### src/rtl/cmos_rgb565_pack_if.sv
// ---------------------------------------------------------------------------
// cmos_rgb565_pack_if
//   Bundles the OV5640 DVP byte stream and the packed RGB565 write port of
//   cmos_rgb565_pack.
//
//   cmos_vsync  camera vertical sync
//   cmos_href   camera line valid, high during active bytes
//   cmos_d      camera data byte
//   pix_we      one-cycle write strobe for pix_data
//   pix_data    RGB565 word, first byte of the pair in [15:8]
//
//   master : the side that drives the camera bytes and consumes the words
//   slave  : the packer (cmos_rgb565_pack)
// ---------------------------------------------------------------------------
interface cmos_rgb565_pack_if;
  logic        cmos_vsync;
  logic        cmos_href;
  logic [7:0]  cmos_d;
  logic        pix_we;
  logic [15:0] pix_data;

  modport master (
    output cmos_vsync, cmos_href, cmos_d,
    input  pix_we, pix_data
  );

  modport slave (
    input  cmos_vsync, cmos_href, cmos_d,
    output pix_we, pix_data
  );
endinterface

### src/rtl/cmos_rgb565_pack.sv
// ---------------------------------------------------------------------------
// cmos_rgb565_pack
//   Capture front-end between the camera source mux and the SDRAM write FIFO.
//   Packs the 8-bit DVP byte stream into 16-bit RGB565 words with a write
//   strobe, holds output off until init is done and SKIP_FRAMES warm-up
//   frames have been discarded, and reports frame-valid, frame-start,
//   line-length error and frames-per-second status. Single clock domain
//   (camera pixel clock), synchronous active-high reset.
//
//   Optional build macro CMOS_PACK_TESTPAT_EN: replaces the packed camera
//   data with 8 vertical colour bars (strobe timing unchanged).
//
// Ports:
//   clk          camera pixel clock, rising edge
//   rst          synchronous active-high reset
//   init_done    camera config done AND sdram init done (level)
//   sec_tick     one-cycle pulse once per second
//   cam          camera byte stream in / packed word out (slave modport)
//   frame_valid  high while output is enabled
//   frame_start  one-cycle pulse at each counted frame boundary
//   line_err     sticky line-length / odd-byte error
//   fps          frames counted in the previous sec_tick period
// ---------------------------------------------------------------------------
module cmos_rgb565_pack #(
  parameter int unsigned SKIP_FRAMES = 10,
  parameter bit          VSYNC_POL   = 1'b1,
  parameter int unsigned H_PIXELS    = 1024,
  parameter int unsigned FPS_W       = 8
) (
  input  logic               clk,
  input  logic               rst,
  input  logic               init_done,
  input  logic               sec_tick,
  cmos_rgb565_pack_if.slave  cam,
  output logic               frame_valid,
  output logic               frame_start,
  output logic               line_err,
  output logic [FPS_W-1:0]   fps
);

  localparam int unsigned SKIP_W = (SKIP_FRAMES > 0) ? $clog2(SKIP_FRAMES + 1) : 1;
  // One spare bit so over-long lines cannot wrap back onto H_PIXELS.
  localparam int unsigned LINE_W = $clog2(H_PIXELS + 1) + 1;

  typedef enum logic [1:0] {
    WAIT_INIT,
    SKIP,
    WAIT_VS,
    ACTIVE
  } state_t;

  state_t              state, state_nx;

  logic                vs_r, vs_rr;
  logic                hr_r, hr_rr;
  logic [7:0]          d_r;

  logic                boundary;
  logic                line_end;
  logic                pack_en;
  logic                fs_nx;

  logic [SKIP_W-1:0]   skip_cnt;

  logic                phase;
  logic [7:0]          hi;
  logic [LINE_W-1:0]   line_cnt;
  logic                pix_we_q;
  logic [15:0]         pix_data_q;
  logic [15:0]         word_nx;

  logic [FPS_W-1:0]    frame_cnt;
  logic [FPS_W-1:0]    frame_inc;
  logic                cnt_en;

  // -------------------------------------------------------------------------
  // Input stage. vsync registers reset to the inactive level so that leaving
  // reset can never look like the end of a vsync pulse.
  // -------------------------------------------------------------------------
  always_ff @(posedge clk) begin
    if (rst) begin
      vs_r  <= ~VSYNC_POL;
      vs_rr <= ~VSYNC_POL;
      hr_r  <= 1'b0;
      hr_rr <= 1'b0;
      d_r   <= '0;
    end else begin
      vs_r  <= cam.cmos_vsync;
      vs_rr <= vs_r;
      hr_r  <= cam.cmos_href;
      hr_rr <= hr_r;
      d_r   <= cam.cmos_d;
    end
  end

  // End of the vsync pulse marks a frame boundary.
  assign boundary = (vs_rr == VSYNC_POL) && (vs_r != VSYNC_POL);
  assign line_end = hr_rr && !hr_r;

  // init_done is folded in so a pair whose second byte lands in the cycle
  // init_done drops is discarded rather than strobed.
  assign pack_en  = (state == ACTIVE) && init_done;

  // -------------------------------------------------------------------------
  // Frame FSM
  // -------------------------------------------------------------------------
  always_ff @(posedge clk) begin
    if (rst) begin
      state <= WAIT_INIT;
    end else begin
      state <= state_nx;
    end
  end

  always_comb begin
    state_nx = state;
    fs_nx    = 1'b0;
    case (state)
      WAIT_INIT: begin
        if (init_done) begin
          state_nx = (SKIP_FRAMES == 0) ? WAIT_VS : SKIP;
        end
      end
      SKIP: begin
        // skip_cnt reaches zero on this boundary
        if (boundary && (skip_cnt <= SKIP_W'(1))) begin
          state_nx = WAIT_VS;
        end
      end
      WAIT_VS: begin
        if (boundary) begin
          state_nx = ACTIVE;
          fs_nx    = 1'b1;
        end
      end
      ACTIVE: begin
        fs_nx = boundary;
      end
      default: state_nx = WAIT_INIT;
    endcase
    if (!init_done) begin
      state_nx = WAIT_INIT;
      fs_nx    = 1'b0;
    end
  end

  always_ff @(posedge clk) begin
    if (rst) begin
      frame_valid <= 1'b0;
      frame_start <= 1'b0;
    end else begin
      frame_valid <= (state_nx == ACTIVE);
      frame_start <= fs_nx;
    end
  end

  always_ff @(posedge clk) begin
    if (rst) begin
      skip_cnt <= '0;
    end else if ((state == WAIT_INIT) && init_done) begin
      skip_cnt <= SKIP_W'(SKIP_FRAMES);
    end else if ((state == SKIP) && boundary && (skip_cnt != '0)) begin
      skip_cnt <= skip_cnt - 1'b1;
    end
  end

  // -------------------------------------------------------------------------
  // Word source: camera bytes, or colour bars indexed by pixel-in-line.
  // -------------------------------------------------------------------------
`ifdef CMOS_PACK_TESTPAT_EN
  localparam int unsigned LOG2_H = $clog2(H_PIXELS);

  logic [2:0] bar_idx;
  assign bar_idx = line_cnt[LOG2_H-1 -: 3];

  always_comb begin
    word_nx = '0;
    case (bar_idx)
      3'd0:    word_nx = 16'hFFFF;  // white
      3'd1:    word_nx = 16'hFFE0;  // yellow
      3'd2:    word_nx = 16'h07FF;  // cyan
      3'd3:    word_nx = 16'h07E0;  // green
      3'd4:    word_nx = 16'hF81F;  // magenta
      3'd5:    word_nx = 16'hF800;  // red
      3'd6:    word_nx = 16'h001F;  // blue
      default: word_nx = 16'h0000;  // black
    endcase
  end
`else
  assign word_nx = {hi, d_r};
`endif

  // -------------------------------------------------------------------------
  // Byte packing and line-length check
  // -------------------------------------------------------------------------
  always_ff @(posedge clk) begin
    if (rst) begin
      phase      <= 1'b0;
      hi         <= '0;
      pix_we_q   <= 1'b0;
      pix_data_q <= '0;
      line_cnt   <= '0;
      line_err   <= 1'b0;
    end else begin
      pix_we_q <= 1'b0;

      if (pack_en && hr_r) begin
        if (!phase) begin
          hi    <= d_r;
          phase <= 1'b1;
        end else begin
          phase      <= 1'b0;
          pix_we_q   <= 1'b1;
          pix_data_q <= word_nx;
          if (line_cnt != '1) begin
            line_cnt <= line_cnt + 1'b1;
          end
        end
      end else begin
        phase <= 1'b0;
      end

      // line_cnt already includes the final strobe and phase still shows a
      // dangling byte in the first cycle after href falls.
      if (pack_en && line_end) begin
        if ((line_cnt != LINE_W'(H_PIXELS)) || phase) begin
          line_err <= 1'b1;
        end
        line_cnt <= '0;
      end else if (!pack_en) begin
        line_cnt <= '0;
      end
    end
  end

  assign cam.pix_we   = pix_we_q;
  assign cam.pix_data = pix_data_q;

  // -------------------------------------------------------------------------
  // Frames per second
  // -------------------------------------------------------------------------
  assign cnt_en    = boundary && (state != WAIT_INIT);
  assign frame_inc = (cnt_en && (frame_cnt != '1)) ? frame_cnt + 1'b1 : frame_cnt;

  always_ff @(posedge clk) begin
    if (rst) begin
      frame_cnt <= '0;
      fps       <= '0;
    end else if (sec_tick) begin
      fps       <= frame_inc;
      frame_cnt <= '0;
    end else begin
      frame_cnt <= frame_inc;
    end
  end

endmodule

### src/flat_wrapper.sv
// flat-port wrapper written by rule: the top's interface ports become plain ports
module cmos_rgb565_pack_flat 
#(
  parameter int unsigned SKIP_FRAMES = 10,
  parameter bit          VSYNC_POL   = 1'b1,
  parameter int unsigned H_PIXELS    = 1024,
  parameter int unsigned FPS_W       = 8
)
  (clk, rst, init_done, sec_tick, frame_valid, frame_start, line_err, fps, cam_cmos_vsync, cam_cmos_href, cam_cmos_d, cam_pix_we, cam_pix_data);
  cmos_rgb565_pack_if cam_i ();
  input  logic clk;
  input  logic rst;
  input  logic init_done;
  input  logic sec_tick;
  output logic frame_valid;
  output logic frame_start;
  output logic line_err;
  output logic [FPS_W-1:0] fps;
  input wire logic [$bits(cam_i.cmos_vsync)-1:0] cam_cmos_vsync;
  input wire logic [$bits(cam_i.cmos_href)-1:0] cam_cmos_href;
  input wire logic [$bits(cam_i.cmos_d)-1:0] cam_cmos_d;
  output wire logic [$bits(cam_i.pix_we)-1:0] cam_pix_we;
  output wire logic [$bits(cam_i.pix_data)-1:0] cam_pix_data;
  assign cam_i.cmos_vsync = cam_cmos_vsync;
  assign cam_i.cmos_href = cam_cmos_href;
  assign cam_i.cmos_d = cam_cmos_d;
  assign cam_pix_we = cam_i.pix_we;
  assign cam_pix_data = cam_i.pix_data;
  cmos_rgb565_pack #(.SKIP_FRAMES(SKIP_FRAMES), .VSYNC_POL(VSYNC_POL), .H_PIXELS(H_PIXELS), .FPS_W(FPS_W)) u_core (.clk(clk), .rst(rst), .init_done(init_done), .sec_tick(sec_tick), .cam(cam_i), .frame_valid(frame_valid), .frame_start(frame_start), .line_err(line_err), .fps(fps));
endmodule
### config.mk
export PLATFORM = sky130hd
export DESIGN_NAME = cmos_rgb565_pack_flat
export DESIGN_NICKNAME = d
export VERILOG_FILES = /design/src/rtl/cmos_rgb565_pack_if.sv /design/src/rtl/cmos_rgb565_pack.sv /design/src/flat_wrapper.sv
export SDC_FILE = /design/constraint.sdc
export NUM_CORES = 1
export LEC_CHECK = 0
export ABC_AREA = 1
export ABC_CLOCK_PERIOD_IN_PS = 2700
export BUFFER_PORTS_ARGS = -buffer_cell sky130_fd_sc_hd__buf_2
export CAP_MARGIN = 40
export CORE_MARGIN = 1.5
export CORE_UTILIZATION = 40
export CTS_CLUSTER_SIZE = 25
export DETAILED_ROUTE_END_ITERATION = 6
export PLACE_DENSITY_LB_ADDON = 0.15
export SLEW_MARGIN = 10
export SYNTH_ARGS = -nofsm -noshare
export SYNTH_HDL_FRONTEND = slang
export SYNTH_SLANG_ARGS = --single-unit
### constraint.sdc
create_clock -name clk -period 2.7 [get_ports clk]
set_input_delay 0.27 -clock clk [delete_from_list [all_inputs] [get_ports clk]]
set_output_delay 0.27 -clock clk [all_outputs]
set_load 0.005 [all_outputs]
==> impl_metrics.toml, run 1 <==
[power_and_ir_drop]
comb_power_share_pct = 3.3
clockPowerShare_pct = 43.1
switching_share_pct = 24.4
seq_power_share_pct = 53.6
intPower_mw = 1.59
cellLeakagePower_nw = 1.61
p_per_area_nw_per_um2 = 581
max-vdd-ir-drop_mv = 0.266
switching_power_mw = 0.514

[layout]
n_fill_cell = 808
drive_gt1_share_pct = 14.7
final_area_sq_um = 3620
num-nets-final = 497
num_antenna_cells = 0
syn2layout_area_growth_pct = 16.2

[synthesis]
synth-async-reset-ratio_pct = 0
synth_flop_cell = "dfxtp_1"
synth_seq_area_share_pct = 48.2
synth_cells = 432
yosys_warnings = 0
synth_area_sq_um = 3120
syn_avg_cell_area_sq_um = 7.21
synth_edf_count = 0
ys_seq_elements = 75
synth_cell_type_count = 30
syn_nets = 452

[clock_network]
cts_sinks = 75
ctsHtreeMaxLevel = 3
cts_hold_buf = 0
insertion_delay_ps = 350
clk_path_buf_depth = 2
cts_buffers = 9
clkSlewWorstSetupHoldPaths_ps = 90
cts_resized = 0
cts_setup_buffers = 0
cts_root_buffer = "clkbuf_8"
cts_tree = "built"

[critical_path]
critPathLaunch = "u_core.line_cnt[0]"
critPathLaunchType = "flip-flop"
rrSetupSlack_ps = 970
cp_common_cell = "nor2_1"
arrival_ps = 1970
crit_type = "reg2reg"
crit_chain = "ha_1 > inv_1 > nor2_2 > nand3_1 > nand2_2 > inv_2 > nor2_1 > nor2_1"
cp_slowest_cell = "dfxtp_1"
path_depth = 8
worstReg2RegEnd = "u_core.line_cnt[1]"
required_ps = 2940
crit_family = "simple AND/OR/NAND/NOR gates"
r2r_start = "u_core.line_cnt[0]"
reg2reg_depth = 8
crit_path_end = "u_core.line_cnt[1]"
critPathMaxFanout = 13
critPathMaxStageDelay_ps = 420
endpoint_kind = "flip-flop"
crit_buf_inv = 2

[outcome]
run_status = "complete, no violations"

[global_routing]
grt_pass1_vias = 2449
grt_pass1_wl_um = 10800
gr-usage-all-layers_pct = 16.1
grt_max_degree = 30
antenna_found_initial = 0
grt_overflow = 0

[detailed_routing]
num_vias = 2701
drc_errors = 0
wl_per_cell_um = 11.0
drtIter0Drc = 94
viasPerCell = 4.65
wl_um = 6370
ant_nets = 0
dr.pass1.iters = 6

[sta]
rsz0062_at_grt = "no"
hold_viol = 0
skew_ps = 11.5
worstMarginPinSlew_ps = 444
relSlewSlack_pct = 70.3
setup_violations = 0
max_freq_mhz = 577
maxSlewViolCount = 0
setup_tns_ps = 0
hold_ws_ps = 114
period_share_pct = 64.1
fin_crit_ps = 1730

[job]
max-cap-violations = 0

[floorplan]
die_height_um = 91.3
die_area_sq_um = 8330
io_pins = 42
rows = 31
die_x_um = 91.3
initial_utilization_pct = 42.1
coreArea_sq_um = 7410

[placed_design]
port_buffers = 41
dp_hpwl_um = 4480
place.gp.congestion = 0.846
placedInstanceArea_sq_um = 3410

[worst_hold_path]
hold_path_class = "in2reg"
routing by layer:
metal  global-route usage (%)  up-vias  part of all wire (%)
met1                     20.5     1195                    51
met3                     2.93       10                   3.5
met4                     8.33        0                   1.8
met5                        0        -                     0
li1                         -     1449                     -
met2                     26.0       47                    44
Yosys cell counts, types with 2 or more instances:
| cell | instances | area [sq um] |
|---|---|---|
| clkbuf_1 | 5 | 18.8 |
| nand3b_1 | 2 | 15.0 |
| a21oi_1 | 18 | 90.1 |
| dfxtp_1 | 75 | 1500 |
| nor2_4 | 3 | 33.8 |
| nand2_2 | 2 | 12.5 |
| nor3_1 | 5 | 25.0 |
| nand3_1 | 16 | 80.1 |
| xor2_1 | 5 | 43.8 |
| nor2_1 | 96 | 360 |
| nand4_1 | 6 | 37.5 |
| a31oi_1 | 3 | 18.8 |
| inv_2 | 2 | 7.51 |
| ha_1 | 6 | 75.1 |
| o21ai_0 | 35 | 175 |
| inv_1 | 42 | 158 |
| nand2_1 | 98 | 368 |
layout by cell type (no fill, tap or decap), drive strengths merged, types with 2 or more instances in the layout:
master    n
a21oi    18
a31oi     3
buf      43
clkbuf    9
clkinv    3
dfxtp    75
ha        6
inv      48
nand2   101
nand3    17
nand3b    2
nand4     6
nor2    100
nor3      5
o21ai    35
xor2      5
sequential cells by signal (all words and copies together) (netlist names), 2 cells and up:
signal / flops
u_core.cam.pix_data: 16
u_core.frame_cnt: 8
u_core.d_r: 8
u_core.skip_cnt: 4
u_core.hi: 8
u_core.fps: 8
u_core.state: 2
u_core.line_cnt: 12
tightest hold or removal path, stage by stage:
cell and delay (ps):
buf_2 100, inv_1 40, nor2_1 30
power by group through the flow:
| stage | Clock, mW | Sequential (mW) | Combinational [mW] |
|---|---|---|---|
| 6_report | 0.906 | 1.13 | 0.0684 |
| 5_1_grt | 0.965 | 1.13 | 0.0789 |
| 4_1_cts | 0.919 | 1.13 | 0.0695 |
| 3_5_place_dp | 0 | 1.15 | 0.0691 |
| 3_3_place_gp | 0 | 1.15 | 0.0690 |
| 2_1_floorplan | 0 | 1.15 | 0.0444 |
logic make-up after synthesis:
kind of cell,Yosys count,synth area share [%]
flip-flops,75,48.2
adder cells (fa/ha/maj),6,2.41
AO/OA/AOI/OAI,57,9.36
XOR/XNOR,5,1.41
AND/OR/NAND/NOR,234,31.4
buffers and inverters,55,7.19
worst min path at each step:
stage / startpoint / to / slack [ps] / cells after the start
after floorplan: cam_cmos_d[0] / u_core.d_r[0] / 380 / 2
after global placement: u_core.vs_r / u_core.vs_rr / 420 / 2
after detailed placement: u_core.vs_r / u_core.vs_rr / 430 / 2
after CTS: cam_cmos_d[1] / u_core.d_r[1] / 110 / 3
after global routing: cam_cmos_d[1] / u_core.d_r[1] / 120 / 3
final: cam_cmos_d[1] / u_core.d_r[1] / 110 / 3
layout make-up:
type | instances | area [sq um] | share of cell area (%)
flip-flops and latches | 75 | 1500 | 41.5
inverters | 46 | 178 | 4.91
clock buffers | 9 | 124 | 3.42
multi-input cells | 302 | 1390 | 38.4
clock inverters | 7 | 83.8 | 2.32
repair buffers | 43 | 220 | 6.08
well taps | 99 | 124 | 3.42
metrics by stage:
| step | setup slack (ps) | util, % | total power, mW | std cells |
|---|---|---|---|---|
| after floorplan | 1270 | - | 1.20 | 432 |
| after global routing | 794 | 48.9 | 2.17 | 581 |
| after detailed placement | 986 | 46.1 | 1.22 | 565 |
| after global placement | 1030 | 46.1 | 1.22 | 565 |
| after CTS | 970 | 48.9 | 2.12 | 581 |
| final | 968 | 48.9 | 2.10 | 581 |
(Power assumes the default switching activity.)
==> run 2: changes to the inputs <==
ABC_CLOCK_PERIOD_IN_PS = 1500   (was 2700)
clock period = 1.5 ns   (was 2.7 ns; I/O delays follow)
==> impl_metrics.toml, run 2 (synthesized netlist as in run 1, its figures left out) <==
[layout]
num_antenna_cells = 0
layout_common_cells = "96 x nand2_1, 95 x nor2_1, 72 x dfxtp_1"
num-nets-final = 519
post-route-util_pct = 51.8
syn2layout_area_growth_pct = 23.1
final_common_cell = "nand2_1"
largest_register_ffs = 16
drive_gt1_share_pct = 18.8

[sta]
setup_violations = 0
setup_tns_ps = 0
max_freq_mhz = 741
worstMarginPinSlew_ps = 520
period_share_pct = 90.0
skew_ps = 16.4
relSlewSlack_pct = 65.2
rsz0062_at_grt = "no"
hold_viol = 0
fin_crit_ps = 1350
maxSlewViolCount = 0

[floorplan]
initial_utilization_pct = 42.1
die_height_um = 91.3
die_area_sq_um = 8330
coreArea_sq_um = 7410
die_x_um = 91.3
rows = 31
io_pins = 42

[critical_path]
critPathMaxFanout = 7
worstReg2RegEnd = "u_core.fps[3]"
required_ps = 1750
critPathLaunchType = "flip-flop"
reg2reg_depth = 10
r2r_start = "u_core.frame_cnt[0]"
rrSetupSlack_ps = 150
arrival_ps = 1600
crit_type = "reg2reg"
cp_common_cell = "nand2_1"
crit_chain = "ha_4 > nand2_1 > nor2_2 > nand2_2 > nand2_4 > inv_2 > nand3_1 > nand2_1 > nand2_1 > nand2_1"
critPathMaxStageDelay_ps = 380
endpoint_kind = "flip-flop"
cp_slowest_cell = "dfxtp_4"

[clock_network]
clkSlewWorstSetupHoldPaths_ps = 90
ctsHtreeMaxLevel = 3
cts_buffers = 9
cts_tree = "built"
cts_setup_buffers = 0
cts_sinks = 75
insertion_delay_ps = 360
clk_path_buf_depth = 2
cts_root_buffer = "clkbuf_8"

[detailed_routing]
drc_errors = 0
dr.pass1.iters = 4
viasPerCell = 4.62
wl_um = 6610
ant_nets = 0
drtIter0Drc = 112
wl_per_cell_um = 11.0
num_vias = 2786

[worst_hold_path]
hold_start = "cam_cmos_d[7]"
hold_depth = 3
worstHoldEndpoint = "u_core.d_r[7]"
hold_path_class = "in2reg"

[global_routing]
gr-usage-all-layers_pct = 17.2
grt_pass1_wl_um = 11600
grt_pass1_vias = 2568
grt_max_degree = 25
grt_overflow = 0
antenna_found_initial = 0

[power_and_ir_drop]
cellLeakagePower_nw = 1.71
max-vdd-ir-drop_mv = 0.460
p_per_area_nw_per_um2 = 951

[outcome]
run_status = "complete, no violations"

[placed_design]
port_buffers = 41
place.gp.congestion = 0.845
dp_hpwl_um = 4690

[job]
max-cap-violations = 0
run 2: cell count changes in the layout (fill, tap and decap cells not counted), moves of 2 or more:
cell,previous run,this run
nand2_1,98,96
buf_4,2,16
nand2_4,1,3
dfxtp_2,0,2
dlygate4sd3_1,0,7
dfxtp_1,75,72
run 2: what timing repair did:
item | in CTS | in global routing
setup endpoints to repair | 0 | 33
hold buffers | 7 | 0
endpoints found under the hold margin | 7 | 0
resized for setup | 0 | 13
run 2: power breakdown:
group	internal (mW)	switching (mW)	total [mW]
clock	0.638	0.839	1.48
sequential	2.01	0.0141	2.03
combinational	0.0586	0.0838	0.142
total	2.71	0.937	3.65
run 2: metrics by stage:
stage	setup WS, ps	cells	total power, mW	cell area, sq um	hold WS [ps]
after global routing	1.60	603	3.81	3830	7.19
after detailed placement	55.5	580	2.20	3540	363
after floorplan	66.6	432	2.15	3120	257
final	150	603	3.65	3830	13.2
after CTS	41.0	603	3.69	3790	3.51
after global placement	106	580	2.20	3540	364
run 2: critical path: cells and delay by family, from the launching register on:
family	cells	cell delay, ps
adders and majority gates	1	140
and+or+nand+nor	8	680
buffers and inverters	1	60
DFF	1	380
run 2: layout make-up:
cell class,instances,area (sq um)
Multi-Input combinational cell,302,1420
Inverter,46,181
Clock buffer,9,124
Clock inverter,7,62.6
Fill cell,749,3570
Sequential cell,75,1510
Tap cell,99,124
Timing Repair Buffer,65,415
run 2: per-layer routing:
layer	share of wire [%]	GRT usage, %	vias to the layer above
li1	-	-	1497
met1	50	22.7	1240
met2	45	27.4	41
met3	3.1	3.18	8
met4	1.5	7.42	0
met5	0	0	-
run 2: how the worst max path moves through the flow:
stage	startpoint	endpoint	slack, ps	depth (start not counted)
after CTS	u_core.frame_cnt[0]	u_core.fps[3]	40	10
after global routing	u_core.line_cnt[1]	u_core.line_cnt[7]	2	8
after global placement	u_core.frame_cnt[0]	u_core.fps[3]	110	10
after floorplan	u_core.line_cnt[0]	u_core.line_cnt[0]	70	9
after detailed placement	u_core.frame_cnt[0]	u_core.fps[3]	60	10
final	u_core.frame_cnt[0]	u_core.fps[3]	150	10
==> run 3: changes to the inputs <==
CORE_ASPECT_RATIO = 1.75   (was default)
==> impl_metrics.toml, run 3 (synthesized netlist as in run 1, its figures left out) <==
[sta]
skew_ps = 6.46
relSlewSlack_pct = 69.7
worstMarginPinSlew_ps = 453
maxSlewViolCount = 0
hold_ws_ps = 16.6
max_freq_mhz = 714
setup_violations = 0
setup_tns_ps = 0
hold_viol = 0
period_share_pct = 93.4
setup_ws_ps = 98.6
fin_crit_ps = 1400

[layout]
num_antenna_cells = 0
n_fill_cell = 762
syn2layout_area_growth_pct = 24.5
layout_common_cells = "97 x nand2_1, 95 x nor2_1, 73 x dfxtp_1"
largest_register_ffs = 16
final_area_sq_um = 3880
post-route-util_pct = 51.3
drive_gt1_share_pct = 19.0
final_common_cell = "nand2_1"
num-nets-final = 515

[floorplan]
die_height_um = 120
die_x_um = 69.7
die_area_sq_um = 8350
rows = 42
initial_utilization_pct = 41.2
io_pins = 42
coreArea_sq_um = 7570

[global_routing]
grt_pass1_vias = 2551
grt_overflow = 0
gr-usage-all-layers_pct = 17.2
grt_pass1_wl_um = 11300
grt_max_degree = 23
antenna_found_initial = 0

[detailed_routing]
wl_per_cell_um = 11.4
drtIter0Drc = 129
viasPerCell = 4.79
num_vias = 2813
dr.pass1.iters = 5
ant_nets = 0
drc_errors = 0
wl_um = 6700

[power_and_ir_drop]
intPower_mw = 3.56
switching_power_mw = 0.890
cellLeakagePower_nw = 1.74
p_per_area_nw_per_um2 = 1150
comb_power_share_pct = 2.9
switching_share_pct = 20.0
seq_power_share_pct = 45.7
max-vdd-ir-drop_mv = 0.872
clockPowerShare_pct = 51.4

[critical_path]
critPathMaxFanout = 6
arrival_ps = 1620
cp_slowest_cell = "dfxtp_2"
critPathMaxStageDelay_ps = 370
endpoint_kind = "flip-flop"
crit_chain = "ha_4 > nand2_2 > nor2_2 > nand2_1 > nand2_2 > nand2_1 > o21ai_0 > buf_4 > o21ai_0"
required_ps = 1720
crit_family = "simple AND/OR/NAND/NOR gates"
crit_type = "reg2reg"
crit_buf_inv = 1
critPathLaunchType = "flip-flop"

[clock_network]
cts_buffers = 9
cts_root_buffer = "clkbuf_16"
cts_hold_buf = 0
insertion_delay_ps = 330
cts_tree = "built"
cts_sinks = 75
clk_path_buf_depth = 2
clkSlewWorstSetupHoldPaths_ps = 60
ctsHtreeMaxLevel = 3

[placed_design]
placedInstanceArea_sq_um = 3530
place.gp.congestion = 0.922
place_ws_ps = 72.0
port_buffers = 41
dp_hpwl_um = 4960

[worst_hold_path]
hold_path_class = "in2reg"

[outcome]
run_status = "complete, no violations"

[job]
max-cap-violations = 0
==> run 3: cell count changes in the layout (fill, tap and decap cells not counted), moves of 2 or more <==
| cell | delta |
|---|---|
| clkbuf_16 | +9 |
| inv_6 | -3 |
| dlygate4sd3_1 | -7 |
| buf_4 | +4 |
| clkbuf_8 | -8 |
| bufinv_16 | +2 |
| nand2_4 | -2 |
==> run 3: repair_timing <==
| action | in CTS | in global routing |
|---|---|---|
| resized for setup | 0 | 9 |
| setup endpoints to repair | 0 | 19 |
| endpoints found under the hold margin | 0 | 0 |
| setup buffers | 0 | 1 |
==> run 3: final timing paths <==
| kind | from | to | slack, ps | cells past startpoint |
|---|---|---|---|---|
| setup / recovery | u_core.frame_cnt[0] | u_core.fps[1] | 100 | 9 |
| hold / removal | cam_cmos_vsync | u_core.vs_r | 20 | 3 |
| setup reg to reg | u_core.frame_cnt[0] | u_core.fps[1] | 100 | 9 |
| hold reg to reg | u_core.vs_r | u_core.vs_rr | 440 | 2 |
==> run 3: final cells by class <==
| class | count | area, sq um | area share, % |
|---|---|---|---|
| sequential | 75 | 1500 | 38.8 |
| multi-input combinational | 302 | 1410 | 36.4 |
| timing repair buffer | 61 | 355 | 9.16 |
| clock buffer | 11 | 243 | 6.26 |
| inverter | 46 | 181 | 4.68 |
| tap | 88 | 110 | 2.84 |
| clock inverter | 4 | 73.8 | 1.90 |
==> run 3: metal layers <==
layer	part of all wire, %	global-route usage, %	vias up
li1	-	-	1490
met1	41	18.3	1242
met2	52	30.3	62
met3	3.7	4.45	19
met4	3.3	10.1	0
met5	0	0	-
==> run 3: power groups by stage <==
stage | Sequential, mW | Clock [mW] | Combinational (mW)
floorplan | 2.07 | 0 | 0.0799
global placement | 2.08 | 0 | 0.131
detailed placement | 2.08 | 0 | 0.133
CTS | 2.03 | 2.36 | 0.133
global route | 2.04 | 2.44 | 0.150
finish | 2.03 | 2.29 | 0.130
==> run 3: worst register-to-register path: stages, from the launching register on <==
cell and delay [ps]:
dfxtp_2 370, ha_4 150, nand2_2 70, nor2_2 140
nand2_1 90, nand2_2 130, nand2_1 60, o21ai_0 70
buf_4 140, o21ai_0 70
==> run 3: metrics by stage <==
stage	std cells	power [mW]
after global placement	571	2.21
after detailed placement	571	2.21
after global routing	587	4.62
final	587	4.45
after CTS	586	4.52
after floorplan	432	2.15
